File: src/rtl/int_ctrl_pkg.sv
// int_ctrl_pkg: pc_inc codes, controller state type and vector address helper
package int_ctrl_pkg;
  localparam logic [1:0] PC_INC_NORMAL = 2'd0;
  localparam logic [1:0] PC_INC_BRANCH = 2'd1;
  localparam logic [1:0] PC_INC_JUMP   = 2'd2;
  localparam logic [1:0] PC_INC_STOP   = 2'd3;
  typedef enum logic {INT_IDLE, INT_SERVICE} int_state_t;
  function automatic logic [31:0] vec_addr(logic [31:0] base, logic [31:0] stride, logic [2:0] id);
    return base + stride * {29'd0, id};
  endfunction
endpackage

File: src/rtl/int_ctrl_if.sv
// int_ctrl_if: controller/pc-side signal bundle of the interrupt controller
interface int_ctrl_if #(parameter int N_IRQ = 4);
  logic [N_IRQ-1:0] irq_req;
  logic mask_we;
  logic [N_IRQ-1:0] mask_wdata;
  logic eret;
  logic [31:0] inst_pc;
  logic [1:0] pc_inc_in;
  logic [31:0] abs_addr_in;
  logic [1:0] pc_inc_out;
  logic [31:0] abs_addr_out;
  logic [31:0] epc;
  logic irq_active;
  logic [2:0] irq_id;
  logic [N_IRQ-1:0] irq_ack;
  logic [31:0] int_count;
  modport master (
    output irq_req, mask_we, mask_wdata, eret, inst_pc, pc_inc_in, abs_addr_in,
    input pc_inc_out, abs_addr_out, epc, irq_active, irq_id, irq_ack, int_count
  );
  modport slave (
    input irq_req, mask_we, mask_wdata, eret, inst_pc, pc_inc_in, abs_addr_in,
    output pc_inc_out, abs_addr_out, epc, irq_active, irq_id, irq_ack, int_count
  );
endinterface

File: src/rtl/int_ctrl_irq_prio_enc.sv
// int_ctrl_irq_prio_enc: lowest-set-index priority encoder over eligible requests
module int_ctrl_irq_prio_enc #(parameter int N_IRQ = 4) (
  input  logic [N_IRQ-1:0] eligible,
  output logic             valid,
  output logic [2:0]       id
);
  // scan downward so the lowest set index is the last one written
  always_comb begin
    id = '0;
    for (int i = N_IRQ - 1; i >= 0; i--) if (eligible[i]) id = 3'(i);
    valid = |eligible;
  end
endmodule

File: src/rtl/int_ctrl.sv
// int_ctrl: vectored non-nesting interrupt controller steering pc; INT_CTRL_STAT_EN adds an entry counter
module int_ctrl import int_ctrl_pkg::*; #(
  parameter int          N_IRQ      = 4,
  parameter logic [31:0] VEC_BASE   = 32'h0000_0100,
  parameter logic [31:0] VEC_STRIDE = 32'd4
) (
  input logic clk,
  input logic clr,
  int_ctrl_if.slave bus
);
  localparam logic [N_IRQ-1:0] ONE = 1;
  int_state_t state, state_nxt;
  logic [N_IRQ-1:0] pending, mask, irq_prev, rise, eligible, ack;
  logic [31:0] epc_q;
  logic [2:0] id_q, sel;
  logic sel_valid, take, ret;
  int_ctrl_irq_prio_enc #(.N_IRQ(N_IRQ)) u_enc (.eligible(eligible), .valid(sel_valid), .id(sel));
  assign rise = bus.irq_req & ~irq_prev;
  assign eligible = pending & mask;
  assign take = state == INT_IDLE && sel_valid && bus.pc_inc_in == PC_INC_NORMAL;
  assign ret = state == INT_SERVICE && bus.eret && bus.pc_inc_in != PC_INC_STOP;
  assign ack = take ? ONE << sel : '0;
  assign bus.epc = epc_q;
  assign bus.irq_id = id_q;
  // state register, updated on the same edge as the pc
  always_ff @(negedge clk) state <= clr ? INT_IDLE : state_nxt;
  // enter on a taken interrupt, leave on eret
  always_comb state_nxt = take ? INT_SERVICE : ret ? INT_IDLE : state;
  // override the pc request on entry and on return, otherwise pass through
  always_comb begin
    bus.pc_inc_out = (take || ret) ? PC_INC_JUMP : bus.pc_inc_in;
    bus.abs_addr_out = take ? vec_addr(VEC_BASE, VEC_STRIDE, sel) : ret ? epc_q : bus.abs_addr_in;
    bus.irq_ack = ack;
    bus.irq_active = state == INT_SERVICE;
  end
  // edge capture, pending set/clear (a new edge beats the entry clear), mask and return context
  always_ff @(negedge clk) begin
    if (clr) begin
      pending <= '0;
      mask <= '0;
      irq_prev <= '0;
      epc_q <= '0;
      id_q <= '0;
    end else begin
      irq_prev <= bus.irq_req;
      pending <= (pending & ~ack) | rise;
      if (bus.mask_we) mask <= bus.mask_wdata;
      if (take) begin
        epc_q <= bus.inst_pc + 32'd1;
        id_q <= sel;
      end
    end
  end
`ifdef INT_CTRL_STAT_EN
  logic [31:0] cnt;
  // count interrupt entries
  always_ff @(negedge clk) cnt <= clr ? '0 : take ? cnt + 32'd1 : cnt;
  assign bus.int_count = cnt;
`else
  assign bus.int_count = '0;
`endif
endmodule

File: src/flat_wrapper.sv
// flat-port wrapper written by rule: the top's interface ports become plain ports
module int_ctrl_flat import int_ctrl_pkg::*;
#(
  parameter int          N_IRQ      = 4,
  parameter logic [31:0] VEC_BASE   = 32'h0000_0100,
  parameter logic [31:0] VEC_STRIDE = 32'd4
)
  (clk, clr, bus_irq_req, bus_mask_we, bus_mask_wdata, bus_eret, bus_inst_pc, bus_pc_inc_in, bus_abs_addr_in, bus_pc_inc_out, bus_abs_addr_out, bus_epc, bus_irq_active, bus_irq_id, bus_irq_ack, bus_int_count);
  int_ctrl_if #(.N_IRQ(N_IRQ)) bus_i ();
  input logic clk;
  input logic clr;
  input wire logic [$bits(bus_i.irq_req)-1:0] bus_irq_req;
  input wire logic [$bits(bus_i.mask_we)-1:0] bus_mask_we;
  input wire logic [$bits(bus_i.mask_wdata)-1:0] bus_mask_wdata;
  input wire logic [$bits(bus_i.eret)-1:0] bus_eret;
  input wire logic [$bits(bus_i.inst_pc)-1:0] bus_inst_pc;
  input wire logic [$bits(bus_i.pc_inc_in)-1:0] bus_pc_inc_in;
  input wire logic [$bits(bus_i.abs_addr_in)-1:0] bus_abs_addr_in;
  output wire logic [$bits(bus_i.pc_inc_out)-1:0] bus_pc_inc_out;
  output wire logic [$bits(bus_i.abs_addr_out)-1:0] bus_abs_addr_out;
  output wire logic [$bits(bus_i.epc)-1:0] bus_epc;
  output wire logic [$bits(bus_i.irq_active)-1:0] bus_irq_active;
  output wire logic [$bits(bus_i.irq_id)-1:0] bus_irq_id;
  output wire logic [$bits(bus_i.irq_ack)-1:0] bus_irq_ack;
  output wire logic [$bits(bus_i.int_count)-1:0] bus_int_count;
  assign bus_i.irq_req = bus_irq_req;
  assign bus_i.mask_we = bus_mask_we;
  assign bus_i.mask_wdata = bus_mask_wdata;
  assign bus_i.eret = bus_eret;
  assign bus_i.inst_pc = bus_inst_pc;
  assign bus_i.pc_inc_in = bus_pc_inc_in;
  assign bus_i.abs_addr_in = bus_abs_addr_in;
  assign bus_pc_inc_out = bus_i.pc_inc_out;
  assign bus_abs_addr_out = bus_i.abs_addr_out;
  assign bus_epc = bus_i.epc;
  assign bus_irq_active = bus_i.irq_active;
  assign bus_irq_id = bus_i.irq_id;
  assign bus_irq_ack = bus_i.irq_ack;
  assign bus_int_count = bus_i.int_count;
  int_ctrl #(.N_IRQ(N_IRQ), .VEC_BASE(VEC_BASE), .VEC_STRIDE(VEC_STRIDE)) u_core (.clk(clk), .clr(clr), .bus(bus_i));
endmodule
File: config.mk
export PLATFORM = sky130hd
export DESIGN_NAME = int_ctrl_flat
export DESIGN_NICKNAME = d
export VERILOG_FILES = /design/src/rtl/int_ctrl_pkg.sv /design/src/rtl/int_ctrl_if.sv /design/src/rtl/int_ctrl_irq_prio_enc.sv /design/src/rtl/int_ctrl.sv /design/src/flat_wrapper.sv
export SDC_FILE = /design/constraint.sdc
export NUM_CORES = 1
export LEC_CHECK = 0
export ABC_AREA = 1
export CAP_MARGIN = 20
export CORE_MARGIN = 5
export CORE_UTILIZATION = 35
export CTS_CLUSTER_DIAMETER = 60
export CTS_CLUSTER_SIZE = 8
export DETAILED_ROUTE_END_ITERATION = 10
export PLACE_DENSITY = 0.75
export SYNTH_ARGS = -nofsm -noshare
export SYNTH_HDL_FRONTEND = slang
export SYNTH_SLANG_ARGS = --single-unit
export TNS_END_PERCENT = 100
File: constraint.sdc
create_clock -name clk -period 1.4 [get_ports clk]
set_input_delay 0.28 -clock clk [delete_from_list [all_inputs] [get_ports clk]]
set_output_delay 0.28 -clock clk [all_outputs]
set_load 0.01 [all_outputs]
==> run metrics, run 1 <==
cell count after synthesis=543; total grt overflow=0; wire length per cell=18.0 um; chip width=107 um; initial antenna violation count=1; Slowest cell on crit path=dfxtp_2; TritonCTS Sinks=47; final hold violation count=0; largest net degree at the start of global routing=23; post-DR vias/cell=5.07; Post-synth EDFFs=0; Async SR Flop Fraction=0%; Worst Setup End Kind=primary output; antenna-violating nets left=0; num ports=184; status=finished, violations left; dominant cell type by area after synthesis=dfxtp_1; pwr/cell area=approximately 640 mW/mm^2; final non-filler cell total=roughly 1,000; Initial Utilization=35.7%; Crit path largest cell delay=approximately 0.36 ns; top-count cell post-synth=nand2_1; Area contributors post-synth=dfxtp_1 (29%), nand2_1 (16%), nor2_1 (9.0%); type of the worst min-delay path=register to register; DRT iter0 DRCs=around 330; Top delay family on crit path=buffers and inverters; Setup-failing EPs final=between 100 and 150; register-to-register setup slack=-0.40 ns; # rows=35; placed insts=between 900 and 1,000; vias in the first global route=about 5,200; Area growth syn-to-layout=123%; Synth Register Bits=47; DR pass1 iterations=5; Bufs on Longest Clock Path=2; Crit path buffers/inverters=5; port bufs=150; Max VDD drop=between 500 and 600 uV; CP Max Fanout=7; Final Wtd Congestion=about 0.92; Critical Path RT=1.12 ns; Synth Area per Inst=6.05 um^2; Worst-path clk slew=0.09 ns; FF/Latch Area=a little under 0.001 mm^2; Via Count=5,080; CTS tree=built; clk root buf=clkbuf_8; Multi-input gate area=0.00264 mm^2; Fin Clk Skew=approximately 0.053 ns; startpoint types=register; post-synth cell types=31; die height=107 um; max-slew violation count=0; leakage=3.62 nW; Die ar.=0.0114 mm^2; Syn. warnings=0; clock insertion delay at the later pin of the skew report=slightly above 0.4 ns; share of cells above drive strength 1=between 50% and 60%; RSZ-0062 raised after global routing=yes; critical path class=register to primary output; Synth top cells by count=nand2_1 (144), nor2_1 (79), inv_1 (57); Filler cells=540; first-pass GRT wire length=approximately 25,000 um; failing checks=negative setup slack; Seq/Total Area, Yosys=28.6%; pre-CTS setup slack=-1.49 ns; worst path arrival time=2.62 ns; H-tree level count=2; CORE AREA=slightly above 0.009 mm^2; Cell Chain, Critical Path=nand2_4, nand2_4, o21bai_4, clkinv_4, buf_6, buf_12, buf_12, a21oi_4, buf_6; Synth Flop Type=dfxtp_1; # DRC=0; post-synth top area share=28.6%; post-DP HPWL=10,500 um; setup_tns=-89.95 ns; Total GRT Usage=27.5%; max_cap viols=0; Setup WS post-layout=-1.50 ns; # nets final=968; Num CTS Buffers=5; mapped cell area=0.00329 mm^2; routed wire length=~18,000 um
## sequential cells by signal (all words and copies together), names as in the netlist
signal	count
u_core.mask	4
u_core.irq_prev	4
u_core.bus.epc	32
u_core.bus.irq_id	2
u_core.bus.irq_active	1
u_core.pending	4
## per-stage QoR
stage | cell area [um^2] | util, % | total power [mW] | hold slack [ns]
3_3_place_gp | 6020 | 65.4 | 3.01 | 0.413
5_1_grt | 7330 | 79.7 | 4.99 | 0.455
3_5_place_dp | 6020 | 65.4 | 3.04 | 0.422
2_1_floorplan | 3710 | - | 2.28 | 0.391
6_report | 7330 | 79.7 | 4.72 | 0.437
4_1_cts | 7070 | 76.9 | 4.46 | 0.410
## cells in the final DEF (no fill, tap or decap), types with 2 or more instances in the layout
| cell type | n |
|---|---|
| conb_1 | 33 |
| buf_12 | 8 |
| a21oi_2 | 8 |
| o21ai_4 | 2 |
| nand2_4 | 14 |
| clkdlybuf4s50_1 | 41 |
| o21ai_2 | 15 |
| o21ai_0 | 5 |
| dfxtp_1 | 9 |
| nor2_2 | 16 |
| clkdlybuf4s15_1 | 6 |
| o21ai_1 | 30 |
| nand2_1 | 102 |
| nor2_4 | 20 |
| nand3_2 | 6 |
| inv_2 | 5 |
| clkbuf_8 | 5 |
| clkdlybuf4s15_2 | 4 |
| nand4_1 | 3 |
| buf_4 | 101 |
| nand2_2 | 30 |
| nand3b_1 | 5 |
| buf_2 | 27 |
| xor2_1 | 6 |
| buf_8 | 6 |
| inv_1 | 96 |
| dlygate4sd2_1 | 10 |
| inv_4 | 2 |
| xnor2_2 | 2 |
| a31oi_1 | 7 |
| nand3_1 | 15 |
| a21oi_4 | 18 |
| a21oi_1 | 17 |
| nor2_1 | 51 |
| buf_16 | 2 |
| dfxtp_2 | 37 |
| xnor2_1 | 2 |
| buf_6 | 106 |
## cell families (layout without fill, tap and decap cells)
| family | count (synthesis) | in the layout | synth area share, % |
|---|---|---|---|
| AO/OA/AOI/OAI | 106 | 106 | 17.3 |
| other | 1 | 34 | 0.114 |
| adder cells (fa/ha/maj) | 1 | 1 | 0.381 |
| flip-flops | 47 | 47 | 28.6 |
| AND/OR/NAND/NOR | 265 | 265 | 33.1 |
| buffers and inverters | 112 | 427 | 17.6 |
| XOR/XNOR | 11 | 11 | 2.93 |
## worst paths after layout
path                      start  cells after the start                    to
max              u_core.mask[2]                      9  bus_abs_addr_out[26]
min          u_core.irq_prev[0]                      1     u_core.pending[0]
max reg2reg      u_core.mask[2]                     11    u_core.bus.epc[21]
min reg2reg  u_core.irq_prev[0]                      1     u_core.pending[0]
## worst reg2reg max path, delay by kind of cell, from the launching register on
family	cells	cell delay, ns
flip-flops	1	0.36
AO/OA/AOI/OAI	1	0.21
AND/OR/NAND/NOR	5	0.41
buffers and inverters	5	0.65
## repair_timing
| item | 4_1_cts | 5_1_grt |
|---|---|---|
| gates cloned | 3 | 1 |
| setup buffers | 37 | 14 |
| resized for setup | 676 | 57 |
| setup endpoints to repair | 120 | 117 |
| pin swaps | 49 | 16 |
| hold buffers | 0 | 0 |
## layer usage
| layer | vias up | GRT usage [%] | part of all wire, % |
|---|---|---|---|
| met5 | - | 0 | 0 |
| met1 | 2383 | 29.5 | 36 |
| met3 | 78 | 5.48 | 6.8 |
| li1 | 2347 | - | - |
| met4 | 0 | 15.1 | 5.0 |
| met2 | 272 | 50.1 | 52 |
## power breakdown
part	switching, mW	leakage (nW)	total [mW]	internal (mW)
Clock	1.03	0.297	1.57	0.540
Sequential	0.0577	0.402	1.48	1.42
Combinational	0.789	2.92	1.68	0.887
## area by class of cell
cell class                 count  area share (%)
inverter                      58            3.14
tap                          111            1.89
clock buffer                   5           0.939
timing repair buffer         314            41.8
antenna                        1          0.0341
sequential                    47            13.5
clock inverter                50            2.71
multi-input combinational    416            36.0
(Power assumes the default switching activity.)
==> inputs of run 2 (changes only) <==
--- a/config.mk
+++ b/config.mk
@@ -13,6 +13,7 @@
 export CTS_CLUSTER_SIZE = 8
 export DETAILED_ROUTE_END_ITERATION = 10
 export PLACE_DENSITY = 0.75
+export RECOVER_POWER = 100
 export SYNTH_ARGS = -nofsm -noshare
 export SYNTH_HDL_FRONTEND = slang
 export SYNTH_SLANG_ARGS = --single-unit
==> run 2 against run 1 <==
Net effect: the run still ends with negative setup slack left; via count up 0.37%; critical path depth stayed put; routed wire length hardly changed; critical path type unchanged; sequential power about the same; register-to-register slack hardly changed; largest power group unchanged.
==> run metrics, run 2 (same netlist as run 1, synthesis figures left out) <==
Tot Pwr=4.72 mW (about the same); total grt overflow=0 (unchanged); largest net degree at the start of global routing=23 (unchanged); antenna-violating nets left=0 (unchanged); first-pass GRT wire length=25,100 um (unchanged); Initial Utilization=35.7% (unchanged); share of cells above drive strength 1=50.6% (was 50.7%); # rows=35 (unchanged); H-tree level count=2 (unchanged); most common cell after layout, fill and taps aside=buf_6 (unchanged); DR pass1 iterations=5 (unchanged); Filler cells=545 (was 540); CORE AREA=0.00920 mm^2 (unchanged); clk root buf=clkbuf_8 (unchanged); initial antenna violation count=1 (unchanged); post-DR vias/cell=5.09 (was 5.07); Crit path largest cell delay=0.36 ns (about the same); max reg flops=32 (unchanged); wire length per cell=18.0 um (about the same); failing checks=negative setup slack (unchanged); Final Wtd Congestion=0.918 (unchanged); hold_ws=0.437 ns (about the same); vias in the first global route=5,225 (unchanged); TritonCTS Sinks=47 (unchanged); clock insertion delay at the later pin of the skew report=0.41 ns (about the same); Cell Chain, Critical Path=nand2_4, nand2_4, o21bai_4, clkinv_4, buf_6, buf_12, buf_12, a21oi_4, buf_6 (unchanged); Setup WS post-layout=-1.50 ns (about the same); type of the worst min-delay path=register to register (unchanged); Critical Path RT=1.12 ns (about the same); worst path arrival time=2.62 ns (about the same); Util after Layout=79.6% (was 79.7%); leakage=3.62 nW (about the same); hold_sp=u_core.irq_prev[0] (unchanged); RSZ-0062 raised after global routing=yes (unchanged); most frequent cells in the layout=buf_6 (104), nand2_1 (102), buf_4 (101), inv_1 (96), nor2_1 (52) (was buf_6 (106), nand2_1 (102), buf_4 (101), inv_1 (96), nor2_1 (51)); CTS tree=built (unchanged); port bufs=150 (unchanged); Fin Clk Skew=0.0515 ns (was 0.0526 ns); Setup crit start=u_core.mask[2] (unchanged); Max VDD drop=506 uV (was 505 uV); Die ar.=0.0114 mm^2 (unchanged); num ports=184 (unchanged); Worst Setup End Kind=primary output (unchanged); max-slew violation count=0 (unchanged); # DRC=0 (unchanged); Worst-path clk slew=0.09 ns (about the same); final hold violation count=0 (unchanged); CP Max Fanout=7 (unchanged); post-DP HPWL=10,500 um (unchanged); Total GRT Usage=27.5% (unchanged); # nets final=968 (unchanged); Area growth syn-to-layout=123% (about the same); Num CTS Buffers=5 (unchanged); reg2reg start=u_core.mask[2] (unchanged); chip width=107 um (unchanged); Multi-input gate area=0.00263 mm^2 (was 0.00264 mm^2); Bufs on Longest Clock Path=2 (unchanged); FF/Latch Area=991 um^2 (unchanged); status=finished, violations left (unchanged); DRT iter0 DRCs=319 (was 325); die height=107 um (unchanged); startpoint types=register (unchanged); pwr/cell area=645 mW/mm^2 (was 644 mW/mm^2); routed wire length=18,000 um (about the same); Via Count=5,099 (was 5,080); Setup-failing EPs final=113 (unchanged); critical path class=register to primary output (unchanged); max_cap viols=0 (unchanged); Slowest cell on crit path=dfxtp_2 (unchanged)
-- run 2: layout make-up --
type	instances	share of cell area, %
Sequential cell	47	13.5
Timing Repair Buffer	314	41.7
Clock buffer	5	0.940
Tap cell	111	1.90
Multi-Input combinational cell	416	36.0
Clock inverter	50	2.72
Antenna cell	1	0.0342
Inverter	58	3.15
-- run 2: power breakdown --
part | internal [mW] | total, mW | switching [mW] | leakage [nW]
sequential | 1.42 | 1.48 | 0.0574 | 0.402
combinational | 0.884 | 1.67 | 0.788 | 2.92
clock | 0.540 | 1.57 | 1.03 | 0.297
total | 2.84 | 4.72 | 1.88 | 3.62
-- run 2: worst max-delay path: cells and delay by family (launching register included) --
kind                   cells  cell delay, ns
and+or+nand+nor            2            0.14
AOI/OAI and AO/OA          2            0.33
DFF                        1            0.36
buffers and inverters      5            0.66
-- run 2: routing by layer --
metal  share of wire (%)  global-route usage [%]
met4                 4.9                    15.1
met5                   0                       0
met1                  36                    29.5
met3                 6.7                    5.48
met2                  52                    50.1
-- run 2: stage by stage --
step                cell area, um^2  setup slack [ns]  instances  TNS [ns]
floorplan                      3710            -0.769        575    -46.18
global placement               6020             -1.45        912   -120.64
detailed placement             6020             -1.49        912   -122.70
CTS                            7070             -1.40        992    -81.56
global route                   7320             -1.60       1002    -94.84
finish                         7320             -1.50       1002    -89.98
-- run 2: repair_timing --
item,4_1_cts,5_1_grt
resized for setup,676,57
pin swaps,49,16
setup endpoints to repair,120,117
hold buffers,0,0
gates cloned,3,1
buffers inserted,37,14
-- run 2: worst paths after layout --
check	endpoint	slack, ns	depth (start not counted)
worst min-delay path	u_core.pending[0]	0.44	1
worst min register to register	u_core.pending[0]	0.44	1
worst max register to register	u_core.bus.epc[21]	-0.40	11
worst max-delay path	bus_abs_addr_out[26]	-1.50	9
==> inputs of run 3 (changes only) <==
--- a/config.mk
+++ b/config.mk
@@ -14,6 +14,7 @@
 export DETAILED_ROUTE_END_ITERATION = 10
 export PLACE_DENSITY = 0.75
 export RECOVER_POWER = 100
+export SLEW_MARGIN = 5
 export SYNTH_ARGS = -nofsm -noshare
 export SYNTH_HDL_FRONTEND = slang
 export SYNTH_SLANG_ARGS = --single-unit
==> results of run 3 <==
Same layout as run 2: the final DEF is identical, and so are final timing and power.
==> RTL change 1: new RTL, settings of run 2 <==
`N_IRQ` is set to 4 in 4 places; all go to 3.
--- a/src/rtl/int_ctrl_if.sv
+++ b/src/rtl/int_ctrl_if.sv
@@ -1,5 +1,5 @@
 // int_ctrl_if: controller/pc-side signal bundle of the interrupt controller
-interface int_ctrl_if #(parameter int N_IRQ = 4);
+interface int_ctrl_if #(parameter int N_IRQ = 3);
   logic [N_IRQ-1:0] irq_req;
   logic mask_we;
   logic [N_IRQ-1:0] mask_wdata;
--- a/src/rtl/int_ctrl_irq_prio_enc.sv
+++ b/src/rtl/int_ctrl_irq_prio_enc.sv
@@ -1,5 +1,5 @@
 // int_ctrl_irq_prio_enc: lowest-set-index priority encoder over eligible requests
-module int_ctrl_irq_prio_enc #(parameter int N_IRQ = 4) (
+module int_ctrl_irq_prio_enc #(parameter int N_IRQ = 3) (
   input  logic [N_IRQ-1:0] eligible,
   output logic             valid,
   output logic [2:0]       id
--- a/src/rtl/int_ctrl.sv
+++ b/src/rtl/int_ctrl.sv
@@ -1,6 +1,6 @@
 // int_ctrl: vectored non-nesting interrupt controller steering pc; INT_CTRL_STAT_EN adds an entry counter
 module int_ctrl import int_ctrl_pkg::*; #(
-  parameter int          N_IRQ      = 4,
+  parameter int          N_IRQ      = 3,
   parameter logic [31:0] VEC_BASE   = 32'h0000_0100,
   parameter logic [31:0] VEC_STRIDE = 32'd4
 ) (
--- a/src/flat_wrapper.sv
+++ b/src/flat_wrapper.sv
@@ -1,7 +1,7 @@
 // flat-port wrapper written by rule: the top's interface ports become plain ports
 module int_ctrl_flat import int_ctrl_pkg::*;
 #(
-  parameter int          N_IRQ      = 4,
+  parameter int          N_IRQ      = 3,
   parameter logic [31:0] VEC_BASE   = 32'h0000_0100,
   parameter logic [31:0] VEC_STRIDE = 32'd4
 )
Ports: changed (resized bus_irq_ack, bus_irq_req and bus_mask_wdata); port bits go from 184 to 181. The function was not compared with the original's and may differ.
==> RTL change 1 against run 2 <==
The run still ends with setup timing left; first-iteration DRC count is 97% higher; sequential power is 8% lower; setup slack better by 34 ps; sequential cell count is 3 lower; area after synthesis is 3.5% lower; final cell count is 2.3% lower; total power is 2.5% lower; wire length is 23% higher; design area is 1.1% higher; highest routed layer unchanged.
==> RTL change 1: results (changes against run 2) <==
[timing]
setup_violations = 111  ; -1.8%
tns_ps = -84590  ; +5385 ps
setup_slack_ps = -1466  ; +33.56 ps
finClkSkew_ps = 47.62  ; -3.854 ps

[routing]
drtIter0Drc = 628  ; +97%
vias = 5508  ; +8.0%

[setup_path]
rr_worst_depth = 10  ; -1
cp.arrival_ps = 2590  ; -30 ps
crit_fanout = 8  ; +1
critical_path.max_stage_delay_ps = 340  ; -20 ps

[cells_and_area]
nNetsFinal = 947  ; -2.2%
drive_gt1_frac = 0.5649  ; +0.05925

[place]
gp_congestion = 0.9268  ; +0.94%
place_ws_ps = -1250  ; +238.7 ps
hpwl_um = 9533  ; -9.3%
portBuffers = 147  ; -2.0%

[global_route]
use_met3 = 0.07337  ; +0.01858
met1_usage = 0.3042  ; +0.009083
antenna_found_initial = 0  ; -1
grt_max_degree = 26  ; +13%
met2_usage = 0.5306  ; +0.02968
grt_pass1_wl_um = 26680  ; +6.4%
gr-usage-all-layers = 0.2949  ; +0.02021

[synth]
yosysSeqAreaShare = 0.2778  ; -0.008545
synth_area_per_cell_um2 = 6.085  ; +0.57%
async_reset_ff_frac = 0  ; unchanged

[clock_tree]
cts_resized = 666  ; -1.5%
postCtsSetupRepairBufs = 31  ; -16%

[pwr]
p_leak_nw = 3.619  ; about the same
ir_drop_mv = 0.6351  ; +25%

[run_status]
status = complete, but fails checks
violations = setup timing

[RTL change 1: cells by family (layout without fill, tap and decap cells)]
group / Yosys count / after routing / share of synthesized area
flip-flops: 44 / 44 / 0.2778
other: 1 / 33 / 0.001183
AO/OA/AOI/OAI: 94 / 94 / 0.1519
XOR/XNOR: 14 / 14 / 0.03867
adder cells (fa/ha/maj): 1 / 1 / 0.003946
buffers and inverters: 103 / 420 / 0.1697
AND/OR/NAND/NOR: 264 / 265 / 0.3567
[RTL change 1: final cells by class]
type | count | area, um^2 | area share
clock buffer | 5 | 68.82 | 0.009295
multi-input combinational | 407 | 2663 | 0.3596
clock inverter | 47 | 191.4 | 0.02586
sequential | 44 | 939.7 | 0.1269
inverter | 49 | 203.9 | 0.02755
tap | 108 | 135.1 | 0.01825
timing repair buffer | 319 | 3202 | 0.4325
[RTL change 1: worst paths after layout]
path / from / to / slack, ps
setup / recovery: u_core.mask[0] / bus_abs_addr_out[5] / -1470
hold / removal: u_core.irq_prev[0] / u_core.pending[0] / 480
setup reg to reg: u_core.mask[0] / u_core.bus.epc[8] / -440
hold reg to reg: u_core.irq_prev[0] / u_core.pending[0] / 480
[RTL change 1: where the power goes]
group          leakage [nW]  internal [mW]  switching, mW  total, mW
Combinational          2.96          0.790          0.782       1.57
Clock                 0.285          0.538           1.13       1.67
Sequential            0.378           1.31         0.0479       1.36
[RTL change 1: critical path: cells and delay by family, from the launching register on]
kind	cells	cell delay, ps
AOI/OAI and AO/OA	2	270
buffers and inverters	5	520
DFF	1	340
and+or+nand+nor	3	330
[RTL change 1: metal layers]
metal | vias up | share of wire | wire [um]
li1 | 2277 | - | -
met1 | 2504 | 0.34 | 7471
met2 | 533 | 0.48 | 10550
met3 | 194 | 0.11 | 2336
met4 | 0 | 0.082 | 1812
met5 | - | 0 | 0
==> RTL change 2: new RTL, settings of run 2 <==
Without the edit above. Add a define of `INT_CTRL_STAT_EN`.
--- a/src/rtl/int_ctrl.sv
+++ b/src/rtl/int_ctrl.sv
@@ -1,4 +1,6 @@
 // int_ctrl: vectored non-nesting interrupt controller steering pc; INT_CTRL_STAT_EN adds an entry counter
+`define INT_CTRL_STAT_EN
+
 module int_ctrl import int_ctrl_pkg::*; #(
   parameter int          N_IRQ      = 4,
   parameter logic [31:0] VEC_BASE   = 32'h0000_0100,
Function: changed (Yosys sat finds a counterexample within 4 cycles, from zero or initial values).
==> RTL change 2 against run 2 <==
The run still ends with setup timing left; wire length rose by 51%; sequential cell count up 32; die area grew 44%; total power is 64% higher; utilization increased by 1.6 points; area after synthesis increased by 49%; count of clock-buffer cells in the layout grew 4; setup slack better by 86 ps; design area is 53% higher.
==> RTL change 2: results (changes against run 2) <==
[pwr]
ir_drop_mv = 0.6920  ; +37%
p_leak_nw = 5.300  ; +46%

[global_route]
grt_max_degree = 19  ; -17%
antenna_found_initial = 2  ; +1
gr-usage-all-layers = 0.2819  ; +0.007275
grt_pass1_wl_um = 37070  ; +48%
grt_pass1_vias = 7861  ; +50%

[synth]
synthTopCellsByCount = nand2_1 (231), nor2_1 (154), inv_1 (82)
synth_area_per_cell_um2 = 6.096  ; +0.74%
synth_xor_area_frac = 0.03395  ; +0.004632
yosysSeqAreaShare = 0.3227  ; +0.03633
ys_types = 35  ; +13%
synth_fa_ha_area_frac = 0.005106  ; +0.001298

[setup_path]
critPathSlowestCell = dfxtp_4
path_delay_family = simple AND/OR/NAND/NOR gates
crit_start = u_core.bus.irq_active
crit_fanout = 6  ; -1
cp.arrival_ps = 2530  ; -90 ps

[routing]
vias_per_cell = 5.191  ; +2.0%
route.met2.wl_um = 13380  ; +42%
route.met3.wl_um = 2326  ; +92%
vias = 7786  ; +53%
drt_wl_total_um = 27150  ; +51%
firstDrtPassIters = 6  ; +1
met1_length_um = 9580  ; +47%

[clock_tree]
clock_latency_ps = 470  ; +60 ps
cts.sink_count = 79  ; +68%
cts_root_buffer = clkbuf_16
numCtsBuffers = 9  ; +4
clkTransAtPathRegs_ps = 70  ; -20 ps

[run_status]
violations = setup timing
status = complete, but fails checks

[cells_and_area]
nNetsFinal = 1393  ; +44%
drive_gt1_frac = 0.5599  ; +0.05432
fillCellCount = 785  ; +44%

[place]
portBuffers = 182  ; +21%
gp_congestion = 0.9177  ; about the same
dp.cells = 1310  ; +44%

[worst_hold_path]
min_from = u_core.irq_prev[0]

[timing]
setup_slack_ps = -1413  ; +86.23 ps
setup_violations = 179  ; +58%

## RTL change 2: cell type report
type                       count  area (um^2)  share of cell area
antenna                        2        5.005           0.0004458
clock buffer                   9        225.2             0.02006
clock inverter                86        340.3             0.03032
inverter                      84        322.8             0.02876
multi-input combinational    613         4014              0.3576
sequential                    79         1688              0.1504
tap                          180        225.2             0.02006
timing repair buffer         447         4405              0.3924
## RTL change 2: repair_timing
item,CTS,global route
endpoints found under the setup margin,180,180
resized for setup,869,209
cloned,7,0
setup buffers,57,49
pin swaps,69,82
## RTL change 2: worst paths after layout
path	to	slack [ps]	cells past startpoint
hold / removal	u_core.pending[0]	400	1
setup reg to reg	u_core.bus.epc[16]	-820	14
setup / recovery	bus_abs_addr_out[30]	-1410	10
hold reg to reg	u_core.pending[0]	400	1
## RTL change 2: metrics by stage
step	cell area [um^2]	hold WS (ps)
2_1_floorplan	5468	390.7
3_3_place_gp	8615	394.1
3_5_place_dp	8615	412.6
4_1_cts	10520	427.2
5_1_grt	11230	412.9
6_report	11230	397.6
## RTL change 2: worst register-to-register path, cell delays in order (launching register included)
cell and delay [ps]:
dfxtp_4 370, nor2_4 130, nand2_4 90, nor2_4 190, buf_6 160, buf_6 130
buf_16 160, buf_6 110, buf_6 80, buf_6 80, buf_8 100, nor2_1 50
nor2_2 250, o21ai_2 160, inv_1 80
## RTL change 2: layer usage
layer  vias to the layer above  GRT usage
met1                      3599     0.2920
met3                       173    0.09755
met5                         -          0
met4                         0     0.1910
met2                       459     0.4799
li1                       3555          -
## RTL change 2: power by group
part           internal (mW)  switching (mW)
Combinational           1.05           0.897
Clock                   1.51            1.88
Sequential              2.34          0.0643
Total                   4.90            2.84
